**src/rtl/dmem_io_responder.sv**
```systemverilog
// Data-memory responder for the core: word RAM plus an I/O page holding a
// transmit FIFO, a one-entry receive holding register and a cycle counter.
module dmem_io_responder #(
  parameter int RAM_AW = 7,
  parameter int TXF_AW = 2
) (
  input  logic        clock,
  input  logic        reset,
  input  logic [15:0] dmemaddr,
  input  logic [15:0] dmemwdata,
  input  logic        dmemwrite,
  input  logic        dmemread,
  output logic [15:0] dmemrdata,
  output logic [15:0] tx_data,
  output logic        tx_valid,
  input  logic        tx_ready,
  input  logic [15:0] rx_data,
  input  logic        rx_valid,
  output logic        rx_ready
);

  localparam int RAM_WORDS = 1 << RAM_AW;
  localparam int TXF_WORDS = 1 << TXF_AW;
  localparam logic [TXF_AW:0] TXF_DEPTH = (TXF_AW + 1)'(TXF_WORDS);

  localparam logic [6:0] REG_TXDATA = 7'd0;
  localparam logic [6:0] REG_STATUS = 7'd1;
  localparam logic [6:0] REG_RXDATA = 7'd2;
  localparam logic [6:0] REG_CYCLES = 7'd3;

  logic [15:0]       ram [RAM_WORDS];
  logic [15:0]       txf_mem [TXF_WORDS];
  logic [TXF_AW-1:0] tx_rdptr, tx_wrptr;
  logic [TXF_AW:0]   tx_count;
  logic              ovf, rxfull;
  logic [15:0]       rx_hold, cycles;

  logic              io;
  logic [6:0]        reg_sel;
  logic [RAM_AW-1:0] ram_idx;
  logic              unused_addr_lsb;
  logic              txfull, txempty;
  logic              tx_pop, tx_push_req, tx_push;
  logic              rx_capture, rx_clear;
  logic              wr_status, wr_cycles;

  assign io              = (dmemaddr[15:8] == 8'hFF);
  assign reg_sel         = dmemaddr[7:1];
  assign ram_idx         = dmemaddr[RAM_AW:1];
  assign unused_addr_lsb = dmemaddr[0];

  assign txfull   = (tx_count == TXF_DEPTH);
  assign txempty  = (tx_count == '0);
  assign tx_valid = ~txempty;
  assign tx_data  = txf_mem[tx_rdptr];
  assign rx_ready = ~rxfull;

  assign tx_pop      = tx_valid & tx_ready;
  assign tx_push_req = dmemwrite & io & (reg_sel == REG_TXDATA);
  // A full FIFO still takes a push when its head leaves in the same cycle.
  assign tx_push     = tx_push_req & (~txfull | tx_pop);
  assign wr_status   = dmemwrite & io & (reg_sel == REG_STATUS);
  assign wr_cycles   = dmemwrite & io & (reg_sel == REG_CYCLES);
  assign rx_capture  = rx_valid & rx_ready;
  assign rx_clear    = dmemread & io & (reg_sel == REG_RXDATA) & rxfull;

  always_ff @(posedge clock) begin
    if (dmemwrite && !io) ram[ram_idx] <= dmemwdata;
  end

  always_ff @(posedge clock) begin
    if (tx_push) txf_mem[tx_wrptr] <= dmemwdata;
  end

  always_ff @(posedge clock or posedge reset) begin
    if (reset) begin
      tx_rdptr <= '0;
      tx_wrptr <= '0;
      tx_count <= '0;
      ovf      <= 1'b0;
      rxfull   <= 1'b0;
      rx_hold  <= '0;
      cycles   <= '0;
    end else begin
      if (tx_pop)  tx_rdptr <= tx_rdptr + 1'b1;
      if (tx_push) tx_wrptr <= tx_wrptr + 1'b1;
      case ({tx_push, tx_pop})
        2'b10:   tx_count <= tx_count + 1'b1;
        2'b01:   tx_count <= tx_count - 1'b1;
        default: tx_count <= tx_count;
      endcase

      if (tx_push_req && !tx_push)     ovf <= 1'b1;
      else if (wr_status && dmemwdata[3]) ovf <= 1'b0;

      if (rx_capture) begin
        rx_hold <= rx_data;
        rxfull  <= 1'b1;
      end else if (rx_clear) begin
        rxfull  <= 1'b0;
      end

      if (wr_cycles) cycles <= dmemwdata;
      else           cycles <= cycles + 16'd1;
    end
  end

  // Combinational read path: reflects pre-edge state, so a same-cycle write
  // is seen only on the following cycle.
  always_comb begin
    dmemrdata = '0;
    if (dmemread) begin
      if (!io) begin
        dmemrdata = ram[ram_idx];
      end else begin
        case (reg_sel)
          REG_STATUS: dmemrdata = {12'b0, ovf, txfull, txempty, rxfull};
          REG_RXDATA: dmemrdata = rxfull ? rx_hold : 16'h0000;
          REG_CYCLES: dmemrdata = cycles;
          default:    dmemrdata = '0;
        endcase
      end
    end
  end

endmodule
```
**config.mk**
```make
export PLATFORM = sky130hd
export DESIGN_NAME = dmem_io_responder
export DESIGN_NICKNAME = d
export VERILOG_FILES = /design/src/rtl/dmem_io_responder.sv
export SDC_FILE = /design/constraint.sdc
export NUM_CORES = 2
export LEC_CHECK = 0
export ABC_CLOCK_PERIOD_IN_PS = 3650
export BUFFER_PORTS_ARGS = -buffer_cell sky130_fd_sc_hd__buf_2
export CORE_UTILIZATION = 63
export CTS_CLUSTER_SIZE = 24
export DETAILED_ROUTE_END_ITERATION = 16
export PLACE_DENSITY_LB_ADDON = 0.25
export SLEW_MARGIN = 20
export SYNTH_ARGS = -nofsm -noshare
export SYNTH_HDL_FRONTEND = slang
export SYNTH_SLANG_ARGS = --single-unit
```
**constraint.sdc**
```tcl
create_clock -name clock -period 3.65 [get_ports clock]
set_input_delay 0.9125 -clock clock [delete_from_list [all_inputs] [get_ports clock]]
set_output_delay 0.9125 -clock clock [all_outputs]
set_load 0.02 [all_outputs]
```
* Word level (Yosys, flattened, before mapping) *
Memories as Yosys holds them, arrays and structs flattened.
Cells that the tools add are included.

word-level totals
  register bits after elaboration = 41
  memory bits (writable) = 2112
  memories kept = 2
  bits in latches = 0
  input port bits = 54
  ROM bits = 0
  word-level logic and storage cells = 59
  output and inout bits = 34

cells by class
  add/sub/neg operators = 5
  equality and inequality tests = 7
  shift operators = 0
  $mul = 0
  bitwise gates (word level) = 14
  divide/modulo/power cells = 0
  magnitude comparators = 0
  reductions and logical operators = 10
  mux-type cells = 14

memory list
  memory   words  bits a word  read ports  clocked after Yosys merged registers in  wr ports  RTL line  text
  ram      128    16           1           0                                        1         31        logic [15:0] ram [RAM_WORDS];
  txf_mem  4      16           1           0                                        1         32        logic [15:0] txf_mem [TXF_WORDS];

operators by type and width
  cell                                                  count
  2-to-1 mux 16 bit                                     4
  case mux 16 bit (3 select lines)                      1
  adder 16 x 1 -> 16 bit (second input constant)        1
  equality test 7 x 2 -> 1 bit (second input constant)  2
  AND 1 bit                                             10
  equality test 8 bit (second input constant)           1
  2-to-1 mux 1 bit                                      8
  equality test 7 x 1 -> 1 bit (second input constant)  1
  logical NOT 7 bit                                     1
  case mux 3 bit (2 select lines)                       1
  nonzero test 2 bit                                    3
  adder 2 x 1 -> 2 bit (second input constant)          2
  adder 3 x 1 -> 3 bit (second input constant)          1
  equality test 3 bit (second input constant)           1
  logical AND 1 bit                                     3
  logical NOT 3 bit                                     1
  inverter 1 bit                                        3
  subtractor 3 x 1 -> 3 bit (second input constant)     1
  equality test 2 x 1 -> 1 bit (second input constant)  1
  equality test 2 bit (second input constant)           1
  logical NOT 1 bit                                     2
  bitwise OR 1 bit                                      1

* Depth between registers and ports, before layout *
  depth in word-level cells = 8
  depth in mapped cells = 10
  gate-level depth less buffers = 9

* Worst setup path after synthesis *
Ideal clock, no wire load.

  path type = input-to-reg
  start = input dmemaddr[3]
  end = memory ram[2][0] (enable)
  arrival = 3.280 ns
  path slack = -0.060 ns
  stages on the path = 5
  setup time = 0.430 ns
  cell sequence = buf_2 > buf_2 > buf_2 > buf_2 > nor4_1

RTL lines
  item                RTL line  text
  start: declaration  9         input logic [15:0] dmemaddr,
  end: declaration    31

Straight into the memory's write port.

* Worst setup path in the final report *
  start = input dmemaddr[3]
  end = output dmemrdata[8]

between the ends
  cells in the longest elaborated chain, start to end = 4
  elaborated cells on any way between the ends = 7
  classes of those cells = eq/ne: 3; mux: 3; memory: 1

RTL lines
  item                                                                                RTL line  text
  parallel branches: the longest is 2 deep, another holds memory read (128 x 16 bit)  n/a
  2-to-1 mux 16 bit (*)                                                               113       if (!io) begin
  2-to-1 mux 16 bit (*)                                                               112       if (dmemread) begin
  end: declaration                                                                    13        output logic [15:0] dmemrdata,

Mark *: on every way between the ends.

==> flow_summary_export.csv <==
group,metric,value,unit
floorplanning,die_w,365,µm
floorplanning,start_util,63.8,%
clocking,cts_buffer_depth,3,
route,wirelength,247,mm
hold_path,worst_hold_path_type,"input pin to async pin",
power_and_ir_drop,power.density,504,mW/mm²
critical_path,cp-startpoint,"dmemaddr[3]",
sta,drv_slew,0,
sta,max_slew_margin,19.6,%
critical_path,r2r_cells,8,
floorplanning,die_area,0.133,mm²
power_and_ir_drop,internal-power,40.1,mW
clocking,cts_tree,"yes",
outcome,outcome,"finished with violations",
power_and_ir_drop,p_clk_share,39.1,%
route,ant_nets,0,
yosys,ys_ff_latch,2153,
critical_path,crit_arrival,3320,ps
power_and_ir_drop,switchingPower,11.7,mW
yosys,synth.avg_cell_area,18.1,µm²
yosys,synthFlopType,"edfxtp_1",
critical_path,crit_fanout,14,
sta,setup_tns,-7980,ps
critical_path,rr_endpoint,"tx_count[2]$_DFFE_PP0P_",
route,firstDrtPassIters,6,
floorplanning,num_io_pins,88,
global_route,antenna_found_initial,5,
outcome,violations,"negative setup slack",
power_and_ir_drop,leakagePower,36.6,nW
critical_path,required,2740,ps
sta,tightest_slew,1210,ps
sta,rsz0062_at_grt,"true",
sta,setup_viol,16,
power_and_ir_drop,vdd_drop_max,620,µV
sta,fmax,236,MHz
yosys,synth_edf_count,2112,
sta,final.min_clock_period,4230,ps
sta,period_share,116,%
floorplanning,coreArea,0.130,mm²
global_route,grt_pass1_vias,47500,
place,io_buffers,86,
cells_and_area,fin_nets,5444,
global_route,gr-total-overflow,0,
yosys,async_flop_share,1.90,%
power_and_ir_drop,switching_share,22.5,%
place,place_congestion,0.978,
job,maxCapViolCount,0,
yosys,syn_nets,4636,
yosys,yosys_warnings,0,
clocking,cts.sinks,2153,
clocking,insertion_delay,830,ps
clocking,ctsHoldBuffers,0,
yosys,ys_types,53,
sta,skew,5.69,ps
critical_path,critical_path.endpoint_type,"primary output",
route,viasPerCell,6.89,
critical_path,start_kind,"input pin",
clocking,clkSlewWorstSetupHoldPaths,60,ps
sta,hold_viol_final,0,
critical_path,r2r-start,"tx_count[0]$_DFFE_PP0P_",
yosys,yosysSeqAreaShare,77.7,%
sta,setup_slack,-583,ps
clocking,root_buffer,"clkbuf_16",
sta,whs,198,ps
power_and_ir_drop,p_seq_share,52.9,%
power_and_ir_drop,pwr-share-comb,7.9,%
route,routed-via-count,50200,
cells_and_area,syn2layout_area_growth,23.9,%
cells_and_area,drive_above_1_share,28.0,%
critical_path,worstSetupPathType,"input pin to primary output",
global_route,grt_max_degree,93,
floorplanning,die_y,365,µm
route,post-route-drc-count,0,
route,wl_per_cell,33.9,µm
floorplanning,fp-row-count,132,
yosys,syn_inst,4576,
route,drt-initial-drc-count,7703,
place,post-dp-hpwl,135,mm
clocking,cts_buffers,203,
clocking,cts.htree.levels,4,
global_route,grt_usage,35.2,%
yosys,synthesis.area,0.0829,mm²
global_route,grt_pass1_wl,329,mm
critical_path,reg2reg_slack,1650,ps
==> stage by stage <==
stage                     instance area [µm²]  total power, mW  instances  utilization [%]  setup WS, ps
final                                  103000             51.8       7291             79.1          -583
after CTS                              100000             51.3       7220             77.2          -533
after detailed placement                90400             31.2       6729             69.6         -1420
after global routing                   103000             52.8       7288             79.1          -585
after global placement                  90400             31.1       6729             69.6         -1380
after floorplan                         83000             29.5       4576                -          58.0
==> synth_stat cells (6+ instances only) <==
cell / instances / area share, %
a21oi_1: 16 / 0.097
a22o_1: 12 / 0.13
a22oi_1: 13 / 0.12
and2_1: 8 / 0.060
buf_1: 10 / 0.045
buf_2: 179 / 1.1
clkbuf_1: 74 / 0.33
dfrtp_1: 41 / 1.2
edfxtp_1: 2112 / 76
inv_1: 10 / 0.045
mux2_2: 16 / 0.22
mux2i_1: 1024 / 12
mux4_2: 18 / 0.49
nand2_1: 69 / 0.31
nand3_1: 82 / 0.49
nand4bb_1: 6 / 0.081
nor2_1: 157 / 0.71
nor2b_1: 6 / 0.045
nor4_1: 128 / 0.97
o21ai_0: 7 / 0.042
o22ai_1: 507 / 3.8
xnor2_1: 12 / 0.13
xor2_1: 7 / 0.074
==> timing repair <==
| action | CTS | global route |
|---|---|---|
| endpoints found under the setup margin | 16 | 16 |
| cloned | 29 | 10 |
| setup buffers | 98 | 70 |
| gates resized for setup | 364 | 297 |
| pin swaps | 79 | 117 |
==> cells in the final DEF, fill, tap and decap left out, types with 25 or more instances in the layout <==
master and instances:
nor2_1 154, clkbuf_1 49, mux2i_1 975, clkinv_1 46
dfrtp_1 41, buf_2 49, buf_12 137, clkinv_2 36
mux2i_2 31, nand2_1 49, clkbuf_16 216, edfxtp_1 2112
buf_6 66, buf_16 46, nand3_1 25, nor4_2 62
o22ai_1 385, nand3_4 30, nor4_1 43, buf_4 543
nand3_2 28, o22ai_2 99
==> cell families (layout without fill, tap and decap cells) <==
group	after synthesis	count (layout)	synth area share [%]
adder cells (fa/ha/maj)	6	6	0.0996
AND/OR/NAND/NOR	489	489	2.98
AO/OA/AOI/OAI	571	571	4.37
other	0	3	0
XOR/XNOR	19	19	0.201
flip-flops	2153	2153	77.7
multiplexers	1059	1059	13.1
buffers and inverters	279	1249	1.57
==> layer usage <==
metal | vias to the layer above | GRT usage, % | part of all wire [%]
li1 | 20200 | - | -
met1 | 25200 | 46.2 | 34
met2 | 4011 | 55.2 | 47
met3 | 787 | 8.62 | 13
met4 | 6 | 17.7 | 6.1
met5 | - | 0.690 | 0.017
==> final cells by class <==
cell class / instances / area (µm²)
clock buffer: 257 / 5370
clock inverter: 110 / 908
antenna: 3 / 7.51
timing repair buffer: 872 / 9740
fill: 6183 / 27200
tap: 1742 / 2180
inverter: 10 / 37.5
multi-input combinational: 2144 / 20100
sequential: 2153 / 64400
==> critical path, stage by stage <==
cell,delay [ps]
buf_16,140
bufbuf_16,320
buf_16,180
buf_4,140
mux2i_1,240
o22ai_1,110
nor4_1,370
buf_4,230
nand2_1,80
a22oi_2,210
nand3_4,180
buf_6,180
==> how the worst max path moves through the flow <==
stage | end | slack (ps)
finish | dmemrdata[8] | -580
detailed placement | dmemrdata[8] | -1420
CTS | dmemrdata[7] | -530
global placement | dmemrdata[8] | -1380
global route | dmemrdata[0] | -580
floorplan | dmemrdata[11] | 60
==> state kept, by name (all words and copies together), names as in the netlist <==
signal    count
tx_rdptr      2
rx_hold      16
ram        2048
txf_mem      64
cycles       16
tx_count      3
ovf           1
rxfull        1
tx_wrptr      2
==> power by group through the flow <==
stage               Combinational (mW)  Clock [mW]  Sequential [mW]
floorplan                         1.62           0             27.9
global placement                  3.19           0             27.9
detailed placement                3.26           0             27.9
CTS                               3.71        20.2             27.4
global route                      4.19        21.2             27.4
finish                            4.10        20.3             27.4
Note: power is estimated with default switching activity, not from simulation.
